### config.mk
export PLATFORM = sky130hd
export DESIGN_NAME = seg_scan_driver
export DESIGN_NICKNAME = d
export VERILOG_FILES = /design/src/rtl/seg_scan_driver.sv
export SDC_FILE = /design/constraint.sdc
export NUM_CORES = 1
export LEC_CHECK = 0
export BUFFER_PORTS_ARGS = -buffer_cell sky130_fd_sc_hd__buf_2
export CAP_MARGIN = 20
export CORE_MARGIN = 5
export CORE_UTILIZATION = 55
export DETAILED_ROUTE_END_ITERATION = 10
export GPL_ROUTABILITY_DRIVEN = 1
export PLACE_DENSITY = 0.77
export SYNTH_ARGS = -nofsm -noshare
export SYNTH_HDL_FRONTEND = slang
export SYNTH_SLANG_ARGS = --single-unit
### constraint.sdc
create_clock -name clk -period 5 [get_ports clk]
set_clock_uncertainty 0.15 [all_clocks]
set_input_delay 0.5 -clock clk [delete_from_list [all_inputs] [get_ports clk]]
set_output_delay 0.5 -clock clk [all_outputs]
set_load 0.005 [all_outputs]
### src/rtl/seg_scan_driver.sv
`default_nettype none
// +----------------------------------------------------------------------------+
// | seg_scan_driver                                                            |
// | Time-multiplexed N-digit 7-segment driver with double-buffered value,      |
// | leading-zero blanking, anti-ghost blank interval and selectable polarity.  |
// | Revision: 1.0                                                              |
// +----------------------------------------------------------------------------+
module seg_scan_driver #(
  parameter int DIGITS   = 4,
  parameter int PRESCALE = 1000,
  parameter int BLANK    = 16,
  parameter bit ACT_LOW  = 1'b0
) (
  input  logic                clk,
  input  logic                rst_n,
  input  logic                en,
  input  logic                load,
  input  logic [4*DIGITS-1:0] value,
  input  logic [DIGITS-1:0]   dp_in,
  input  logic                hex_mode,
  input  logic                lzb,
  output logic [6:0]          seg,
  output logic                dp,
  output logic [DIGITS-1:0]   dig_sel,
  output logic                frame
);

  localparam int c_CNT_W = (PRESCALE > 1) ? $clog2(PRESCALE) : 1;
  localparam int c_IDX_W = (DIGITS > 1) ? $clog2(DIGITS) : 1;
  localparam logic [c_CNT_W-1:0] c_CNT_LAST  = c_CNT_W'(PRESCALE - 1);
  localparam logic [c_CNT_W-1:0] c_CNT_BLANK = c_CNT_W'(BLANK);
  localparam logic [c_IDX_W-1:0] c_IDX_LAST  = c_IDX_W'(DIGITS - 1);

  logic [c_CNT_W-1:0]  r_cnt;
  logic [c_IDX_W-1:0]  r_idx;
  logic [4*DIGITS-1:0] r_shadowVal;
  logic [DIGITS-1:0]   r_shadowDp;
  logic [4*DIGITS-1:0] r_activeVal;
  logic [DIGITS-1:0]   r_activeDp;
  logic [6:0]          r_seg;
  logic                r_dp;
  logic [DIGITS-1:0]   r_digSel;
  logic                r_frame;

  logic                w_slotEnd;
  logic                w_wrap;
  logic [3:0]          w_nib;
  logic [DIGITS-1:0]   w_zeroFrom;
  logic                w_lzBlank;
  logic [6:0]          w_segHi;
  logic                w_dpHi;
  logic [DIGITS-1:0]   w_digHi;

  function automatic logic [6:0] decodeNibble(input logic [3:0] nib, input logic hex);
    logic [6:0] s;
    case (nib)
      4'h0: s = 7'h3F;
      4'h1: s = 7'h06;
      4'h2: s = 7'h5B;
      4'h3: s = 7'h4F;
      4'h4: s = 7'h66;
      4'h5: s = 7'h6D;
      4'h6: s = 7'h7D;
      4'h7: s = 7'h07;
      4'h8: s = 7'h7F;
      4'h9: s = 7'h6F;
      4'hA: s = hex ? 7'h77 : 7'h00;
      4'hB: s = hex ? 7'h7C : 7'h00;
      4'hC: s = hex ? 7'h39 : 7'h00;
      4'hD: s = hex ? 7'h5E : 7'h00;
      4'hE: s = hex ? 7'h79 : 7'h00;
      default: s = hex ? 7'h71 : 7'h00;
    endcase
    return s;
  endfunction

  // Bit k set when digit k and every more significant digit hold zero
  for (genvar k = 0; k < DIGITS; k++) begin : g_zeroFrom
    assign w_zeroFrom[k] = ~|r_activeVal[4*DIGITS-1:4*k];
  end

  always_comb begin
    w_slotEnd = en && (r_cnt == c_CNT_LAST);
    w_wrap    = w_slotEnd && (r_idx == c_IDX_LAST);
    w_nib     = r_activeVal[4*r_idx +: 4];
    w_lzBlank = lzb && (r_idx != '0) && w_zeroFrom[r_idx];
    w_segHi   = w_lzBlank ? 7'h00 : decodeNibble(w_nib, hex_mode);
    w_dpHi    = r_activeDp[r_idx];
    w_digHi   = (r_cnt < c_CNT_BLANK) ? '0 : (DIGITS'(1) << r_idx);
  end

  always_ff @(posedge clk or negedge rst_n) begin
    if (!rst_n) begin
      r_cnt       <= '0;
      r_idx       <= '0;
      r_shadowVal <= '0;
      r_shadowDp  <= '0;
      r_activeVal <= '0;
      r_activeDp  <= '0;
      r_seg       <= {7{ACT_LOW}};
      r_dp        <= ACT_LOW;
      r_digSel    <= {DIGITS{ACT_LOW}};
      r_frame     <= 1'b0;
    end else begin
      if (load) begin
        r_shadowVal <= value;
        r_shadowDp  <= dp_in;
      end
      // A load coinciding with the swap bypasses the shadow so new data is never lost
      if (w_wrap || !en) begin
        r_activeVal <= load ? value : r_shadowVal;
        r_activeDp  <= load ? dp_in : r_shadowDp;
      end

      if (!en) begin
        r_cnt <= '0;
        r_idx <= '0;
      end else if (w_slotEnd) begin
        r_cnt <= '0;
        r_idx <= (r_idx == c_IDX_LAST) ? '0 : r_idx + c_IDX_W'(1);
      end else begin
        r_cnt <= r_cnt + c_CNT_W'(1);
      end

      r_frame <= w_wrap;

      if (!en) begin
        r_seg    <= {7{ACT_LOW}};
        r_dp     <= ACT_LOW;
        r_digSel <= {DIGITS{ACT_LOW}};
      end else begin
        r_seg    <= w_segHi ^ {7{ACT_LOW}};
        r_dp     <= w_dpHi ^ ACT_LOW;
        r_digSel <= w_digHi ^ {DIGITS{ACT_LOW}};
      end
    end
  end

  assign seg     = r_seg;
  assign dp      = r_dp;
  assign dig_sel = r_digSel;
  assign frame   = r_frame;

endmodule
`default_nettype wire

==> results of run 1 <==
layout make-up:
class | instances | area (um^2) | share of cell area
clock buffers | 14 | 172.7 | 0.05119
clock inverters | 2 | 35.03 | 0.01039
inverters | 4 | 15.01 | 0.004451
multi-input cells | 145 | 1231 | 0.3650
flip-flops and latches | 65 | 1627 | 0.4822
well taps | 70 | 87.58 | 0.02596
repair buffers | 40 | 205.2 | 0.06083
kinds of logic after synthesis:
family / after synthesis
fa+ha+maj: 5
xor+xnor: 9
buf+inv: 16
compound gates: 24
mux: 50
flops: 65
simple gates: 57
worst max-delay path, stage by stage, from the launching register on:
cell,delay (ps)
sky130_fd_sc_hd__dfrtp_1,360
sky130_fd_sc_hd__ha_1,180
sky130_fd_sc_hd__and2_1,190
sky130_fd_sc_hd__nand3b_1,80
sky130_fd_sc_hd__or3_1,430
sky130_fd_sc_hd__o21ai_1,170
sky130_fd_sc_hd__buf_4,290
sky130_fd_sc_hd__mux2_2,370
worst min path at each step:
stage | cells after the start | slack, ps | to
floorplan | 0 | 50 | dig_sel[0]$_DFF_PN0_
global placement | 1 | 280 | r_cnt[0]$_DFF_PN0_
detailed placement | 1 | 300 | r_cnt[0]$_DFF_PN0_
CTS | 2 | 200 | r_cnt[6]$_DFF_PN0_
global route | 2 | 230 | r_cnt[9]$_DFF_PN0_
finish | 2 | 170 | r_cnt[9]$_DFF_PN0_
routing by layer:
layer | GRT usage | up-vias | wire [um]
li1 | - | 876 | -
met1 | 0.2066 | 881 | 2319
met2 | 0.2281 | 47 | 2277
met3 | 0.04554 | 8 | 233
met4 | 0.09510 | 0 | 119
met5 | 0 | - | 0
through the flow:
step | utilization | hold slack, ps | total power [mW] | instances
2_1_floorplan | - | 54.41 | 0.7304 | 226
3_5_place_dp | 0.6120 | 300.1 | 0.7814 | 324
6_report | 0.6522 | 165.7 | 1.223 | 340
3_3_place_gp | 0.6120 | 284.7 | 0.7754 | 324
5_1_grt | 0.6522 | 234.5 | 1.288 | 340
4_1_cts | 0.6522 | 199.3 | 1.236 | 340
power breakdown:
group | total [mW] | switching (mW) | leakage [nW] | internal (mW)
Clock | 0.452 | 0.182 | 0.107 | 0.271
Combinational | 0.166 | 0.0802 | 0.593 | 0.0854
Sequential | 0.605 | 0.0270 | 0.805 | 0.578
Total | 1.22 | 0.289 | 1.51 | 0.934
flip-flops by register name (all words and copies together) (netlist names), 2 cells and up:
name / flops
r_activeVal: 16
r_shadowVal: 16
r_cnt: 10
seg: 7
dig_sel: 4
r_activeDp: 4
r_shadowDp: 4
r_idx: 2
cell usage in the layout, fill, tap and decap left out, types with 3 or more instances in the layout:
cell type	count
sky130_fd_sc_hd__dfrtp_1	65
sky130_fd_sc_hd__mux2_2	42
sky130_fd_sc_hd__buf_2	38
sky130_fd_sc_hd__nor2_1	16
sky130_fd_sc_hd__clkbuf_8	12
sky130_fd_sc_hd__and2_1	9
sky130_fd_sc_hd__nand2_1	7
sky130_fd_sc_hd__xnor2_1	6
sky130_fd_sc_hd__o21ai_0	6
sky130_fd_sc_hd__a21oi_1	5
sky130_fd_sc_hd__ha_1	5
sky130_fd_sc_hd__inv_1	4
sky130_fd_sc_hd__mux4_2	4
sky130_fd_sc_hd__nand3_1	3
sky130_fd_sc_hd__xor2_1	3
sky130_fd_sc_hd__mux2i_1	3
sky130_fd_sc_hd__nor2b_1	3
==> results.txt, run 1 <==
The most critical setup path has its endpoint at r_activeVal[4]$_DFFE_PN0P_. The number of antenna violations at the first check in global routing is 0. In this run the register-to-register setup slack is 2650 ps. The synthesized netlist cell count is about 230. The total number of nets in the final design is 296. The cell depth of the worst flop-to-flop path came out at 7. The leakage power came out at 1.505 nW. The power density over the cells came out at 362.6 nW/um^2. The proportion of synthesized chip area in sequential cells came out at 0.5511. Data arrives at the worst endpoint at between 2000 and 2500 ps. The top-level port count came out at 39.

The share of final-layout standard cells stronger than drive strength 1 came out at 0.3852. The number of nets handed over by synthesis was 257. CTS placed an instance of sky130_fd_sc_hd__clkbuf_8 at the clock tree root. The clock latency of the later-clocked register in the worst-skew pair is 330 ps. The number of setup buffers added after CTS is 0.

The detailed placement HPWL came out at 3417 um. The number of optimization iterations in the first detailed-route pass is 4. The flop and latch count out of synthesis came out at 65. The basic-gate share of the synthesized area counting and, or, nand and nor cells is 0.1047.

The complex-gate fraction of the synthesized area came out at 0.05468. Counting flops with a built-in enable in the synthesized netlist gives 0. The count of H-tree levels built during CTS is 3. The post-route clock period utilization came out at 0.4709. Measured against the total synthesized area, the mux share comes to 0.2098.

Across every metal layer, demand over resource in global routing totals 0.1568. The smallest setup slack after layout came out at 2645 ps. sky130_fd_sc_hd__dfrtp_1 takes more of the synthesized area than any other cell. The type of destination of the critical path is a register.

Static timing analysis puts the maximum clock frequency at 0.4247 GHz. The total of endpoints with negative setup slack in the final report came out at 0. At the end of routability-driven placement, the weighted congestion stood at 0.8164. The pin slew with the least headroom to its limit is roughly 780 ps.

The remaining global-route overflow is 0. The post-synthesis adder-cell area fraction is 0.02120. The detail-routed net length per standard cell is 14.56 um. The number of buffers inserted by hold repair at cts came out at 0. The proportion of synthesized flip-flops having asynchronous set or reset is 1.000. TritonCTS created 9 clock buffers. The pre-CTS setup slack came out at ~2600 ps. The post-route cell area is between 3000 and 4000 um^2.

Setup repair after global routing left no endpoint under its margin. A synthesized cell averages 13.06 um^2. The number of distinct library cells after synthesis came out at between 40 and 50. The required time of the critical path is roughly 5100 ps.

The total cell area at the placement stage came out at 3166 um^2. The worst register-to-register path begins at r_cnt[0]$_DFF_PN0_. The commonest cells after synthesis are 65 x sky130_fd_sc_hd__dfrtp_1, 42 x sky130_fd_sc_hd__mux2_2, 16 x sky130_fd_sc_hd__nor2_1. The final critical path time including I/O delays and setup is approximately 2400 ps. The die outline height came out at 83.26 um.

The cell area after synthesis came out at 2952 um^2. The clock-pin slew reported for the worst setup and hold paths after clock tree synthesis is 70 ps. The max capacitance violation total is 0. The wire length of the first global-routing pass came out at 8590 um.

Counting along the longest clock path gives a buffer depth of 2. The flow ran to the end, and the final reports show no timing, DRC or antenna violations. The clock sink count came out at 65. The startpoint of the most critical setup path is r_cnt[0]$_DFF_PN0_.

By area the synthesized netlist is led by sky130_fd_sc_hd__dfrtp_1 55%, sky130_fd_sc_hd__mux2_2 16%, sky130_fd_sc_hd__mux4_2 3.1%. The largest family of logic cells by synthesized area is multiplexers. The core area came out at 5172 um^2. The count of pins over their slew limit is 0.

The maximum number of pins on one net before global-route repair is 66. For this run, design rule violations remaining after detail routing come to 0. The endpoint identified for the worst register-to-register timing path is r_activeVal[4]$_DFFE_PN0P_. The effective utilization at floorplan is 0.5706. The horizontal die dimension came out at ~83 um. The XOR/XNOR share of the synthesized area is 0.02671. The synthesis-to-layout area growth came out at 14.29%.

0 antenna diodes ended up in the layout. The area of the die came out at 6931 um^2. TritonCTS built the clock tree.

The tightest min-delay check is of the input port to asynchronous set/reset pin type. The aggregate negative setup slack came out at 0 ps. Yosys instantiated no cell more often than sky130_fd_sc_hd__dfrtp_1. In this run the tightest slew margin relative to its limit is 0.4780.

The number of global-route vias before repair is 1805. The total count of hold-check failures in the final report came to 0. The mean number of vias per cell is between 5 and 6. The dominant synthesized flop cell is sky130_fd_sc_hd__dfrtp_1. The type of the worst setup path is register to register.

The total routed wirelength is 4950 um. In this run the worst path has a maximum fanout of 20. The remaining antenna violation count came out at 0. The portion of synthesized cell area occupied by the leading cell type came out at 0.5511. The worst setup path is launched from a register. The quantity of gates resized following cts is 0. Detailed routing inserted a total of 1812 vias.

The DRC violation total after the first TritonRoute iteration is 93. The count of buffers from port buffering is 38. In this run the core area contains 26 standard-cell rows. The layout filler cell count is 399. The total number of yosys warnings is 0. The maximum VDD drop is 0.2381 mV.
(Power assumes the default switching activity.)
==> inputs of run 2 (changes only) <==
==> constraint.sdc (replaced) <==
create_clock -name clk -period 2.45 [get_ports clk]
set_clock_uncertainty 0.15 [all_clocks]
set_input_delay 0.245 -clock clk [delete_from_list [all_inputs] [get_ports clk]]
set_output_delay 0.245 -clock clk [all_outputs]
set_load 0.005 [all_outputs]
==> run 2 against run 1 <==
Net effect: clock power up 100%; sequential power increased by 100%; final area is 5.2% higher; core utilization up 3.4 points; wire length up 4.2%; flip-flop and latch count unchanged; global-route usage is 0.74 points higher; first-iteration DRC count is 6.5% higher; die area did not move; via count rose by 4.2%; critical path type unchanged; critical endpoint is now r_activeVal[6]$_DFFE_PN0P_.
==> results.txt, run 2 (synthesized netlist as in run 1, its figures left out) <==
The effective utilization at floorplan is 0.5706 (unchanged). The top cell types in the final layout, fill and taps aside, are 65 x sky130_fd_sc_hd__dfrtp_1, 42 x sky130_fd_sc_hd__mux2_2, 38 x sky130_fd_sc_hd__buf_2, 16 x sky130_fd_sc_hd__nor2_1, 13 x sky130_fd_sc_hd__dlygate4sd3_1. TritonCTS built the clock tree.

The total routing usage reported by global routing came to 0.1642 (+0.007398). The synthesis-to-layout area growth is 20.18%. The count of H-tree levels built during CTS is 3 (unchanged). The number of antenna violations at the first check in global routing came to 0 (unchanged).

The highest fanout seen on the critical path came out at 20 (unchanged). The number of buffers created by CTS is 9 (unchanged). The detail-routed net length per standard cell is 14.48 um (-0.52%). The residual DRC count came out at 0 (unchanged).

The arrival time of data at the critical path endpoint is 2300 ps (-120 ps). The clock-pin slew reported for the worst setup and hold paths after clock tree synthesis came out at 70 ps (about the same). The total count of hold-check failures in the final report is 0 (unchanged). The final weighted congestion in routability-driven placement came out at 0.8166 (about the same). In this run the critical register-to-register path is captured at r_activeVal[6]$_DFFE_PN0P_. The maximum frequency from static timing analysis was 0.4495 GHz (+5.9%). The layout filler cell count came out at 363 (-9.0%).

The area of the die came out at 6931 um^2 (unchanged). The core area is 5172 um^2 (unchanged). The DRC violation total after the first TritonRoute iteration came out at 99 (+6.5%).

Leaving out fill and tap cells, the most frequent cell in the layout is sky130_fd_sc_hd__dfrtp_1. The power density over the cells was 707.8 nW/um^2 (+95%). The quantity of gates resized following cts is 0 (unchanged).

The run finished with clean final reports. The type of destination of the critical path is a register. The maximum clock insertion buffer count came out at 2 (unchanged). In the final layout, the registers with the most flip-flops are r_activeVal (16), r_shadowVal (16), r_cnt (10).

The cell depth of the worst flop-to-flop path is 7 (unchanged). The master cell of the clock root buffer is sky130_fd_sc_hd__clkbuf_8. The maximum VDD drop is 0.4225 mV (+77%). The number of cell rows is 26 (unchanged). The final design utilization came out at 0.6858 (+0.03362). The clock latency of the later-clocked register in the worst-skew pair came out at 340 ps (about the same). The required time of the critical path is 2520 ps (-2550 ps).

The remaining antenna violation count came out at 0 (unchanged). Setup repair after global routing left no endpoint under its margin. The pin slew with the least headroom to its limit came to 601.1 ps (-181.8 ps). The final critical path time including I/O delays and setup came out at 2225 ps (-130.2 ps).

The die outline height came to 83.26 um (unchanged). The wire length of the first global-routing pass came out at 9052 um (+5.4%). The minimum setup slack among reg-to-reg paths is 230 ps (-2420 ps).

The total of endpoints with negative setup slack in the final report came out at 0 (unchanged). The share of final-layout standard cells stronger than drive strength 1 came to 0.3811 (-0.004066). The number of global-route vias before repair came out at 1846 (+2.3%). The total number of nets in the final design is 312 (+5.4%). The critical path starts at r_cnt[0]$_DFF_PN0_. The mean number of vias per cell is 5.306 (-0.44%). The horizontal die dimension came out at 83.26 um (unchanged). The top-level port count was 39 (unchanged). The leakage power is 1.571 nW (+4.4%). The total vias in the final route is 1889 (+4.2%). The number of setup buffers added after CTS is 0 (unchanged).

The count of pins over their slew limit is 0 (unchanged). The remaining global-route overflow is 0 (unchanged). The count of buffers from port buffering came out at 38 (unchanged). The clock sink count is 65 (unchanged).

The antenna diode count is 0 (unchanged). The worst slew slack as a fraction of its limit was 0.5993 (+0.1212). The maximum number of pins on one net before global-route repair came out at 40 (-39%). The max capacitance violation total came to 0 (unchanged). The worst reg2reg path startpoint is r_cnt[0]$_DFF_PN0_. STA classifies the critical path startpoint as a register.

The min-delay analysis places its worst path in the category input port to register. The number of optimization iterations in the first detailed-route pass is 4 (unchanged). The critical path in this run is classified as register to register. The aggregate negative setup slack came out at 0 ps (unchanged). The total routed wirelength is 5156 um (+4.2%). The detailed placement HPWL is 3481 um (+1.8%). The most critical setup path has its endpoint at r_activeVal[6]$_DFFE_PN0P_. The post-route clock period utilization came out at 0.9080 (+0.4370).
## run 2: cell count changes in the layout (fill, tap and decap cells not counted), sizes merged
| cell | previous run | this run |
|---|---|---|
| buf | 40 | 43 |
| clkbuf | 14 | 10 |
| clkinvlp | 0 | 3 |
| dlygate4sd3 | 0 | 13 |
| inv | 4 | 5 |
## run 2: worst max-delay path, stage by stage, from the launching register on
cell	delay, ps
sky130_fd_sc_hd__dfrtp_1	370
sky130_fd_sc_hd__ha_1	180
sky130_fd_sc_hd__and2_1	190
sky130_fd_sc_hd__nand3b_1	90
sky130_fd_sc_hd__or3_1	330
sky130_fd_sc_hd__o21ai_1	240
sky130_fd_sc_hd__buf_12	200
sky130_fd_sc_hd__mux2_2	350
## run 2: final cells by class
class | instances | area (um^2) | share of cell area
Multi-Input combinational cell | 145 | 1231 | 0.3471
Sequential cell | 65 | 1627 | 0.4586
Tap cell | 70 | 87.58 | 0.02469
Timing Repair Buffer | 56 | 382.9 | 0.1079
Clock buffer | 10 | 137.6 | 0.03880
Clock inverter | 6 | 66.31 | 0.01869
Inverter | 4 | 15.01 | 0.004233
## run 2: power by group
group / total (mW) / internal, mW / switching (mW)
Combinational: 0.363 / 0.193 / 0.170
Clock: 0.913 / 0.498 / 0.415
Sequential: 1.23 / 1.18 / 0.0555
Total: 2.51 / 1.87 / 0.640
## run 2: stage by stage
stage / total power, mW / hold slack (ps) / worst slack [ps] / std cells / cell area, um^2
6_report: 2.511 / 13.61 / 225.5 / 356 / 3547
5_1_grt: 2.646 / 4.969 / 144.3 / 356 / 3547
4_1_cts: 2.534 / 0.3409 / 232.2 / 355 / 3537
3_5_place_dp: 1.604 / 142.2 / 266.9 / 327 / 3213
3_3_place_gp: 1.589 / 136.2 / 320.0 / 327 / 3213
2_1_floorplan: 1.491 / -200.6 / 300.0 / 226 / 2952
## run 2: what timing repair did
| item | CTS | global route |
|---|---|---|
| endpoints found under the hold margin | 37 | 1 |
| hold buffers | 12 | 1 |
| setup endpoints to repair | 0 | 0 |
## run 2: per-layer routing
layer	wire, um	GRT usage	up-vias
met5	0	0	-
met2	2333	0.2303	44
met4	105	0.08470	0
met3	248	0.04455	9
met1	2468	0.2325	919
li1	-	-	917
## run 2: how the worst min path moves through the flow
stage / start / end / slack (ps) / cells after the start
floorplan: rst_n / dig_sel[0]$_DFF_PN0_ / -200 / 0
global placement: rst_n / r_cnt[6]$_DFF_PN0_ / 140 / 1
detailed placement: rst_n / r_cnt[6]$_DFF_PN0_ / 140 / 1
CTS: value[10] / r_shadowVal[10]$_DFF_PN0_ / 0.3 / 2
global route: value[10] / r_shadowVal[10]$_DFF_PN0_ / 5 / 2
finish: value[4] / r_shadowVal[4]$_DFF_PN0_ / 10 / 2
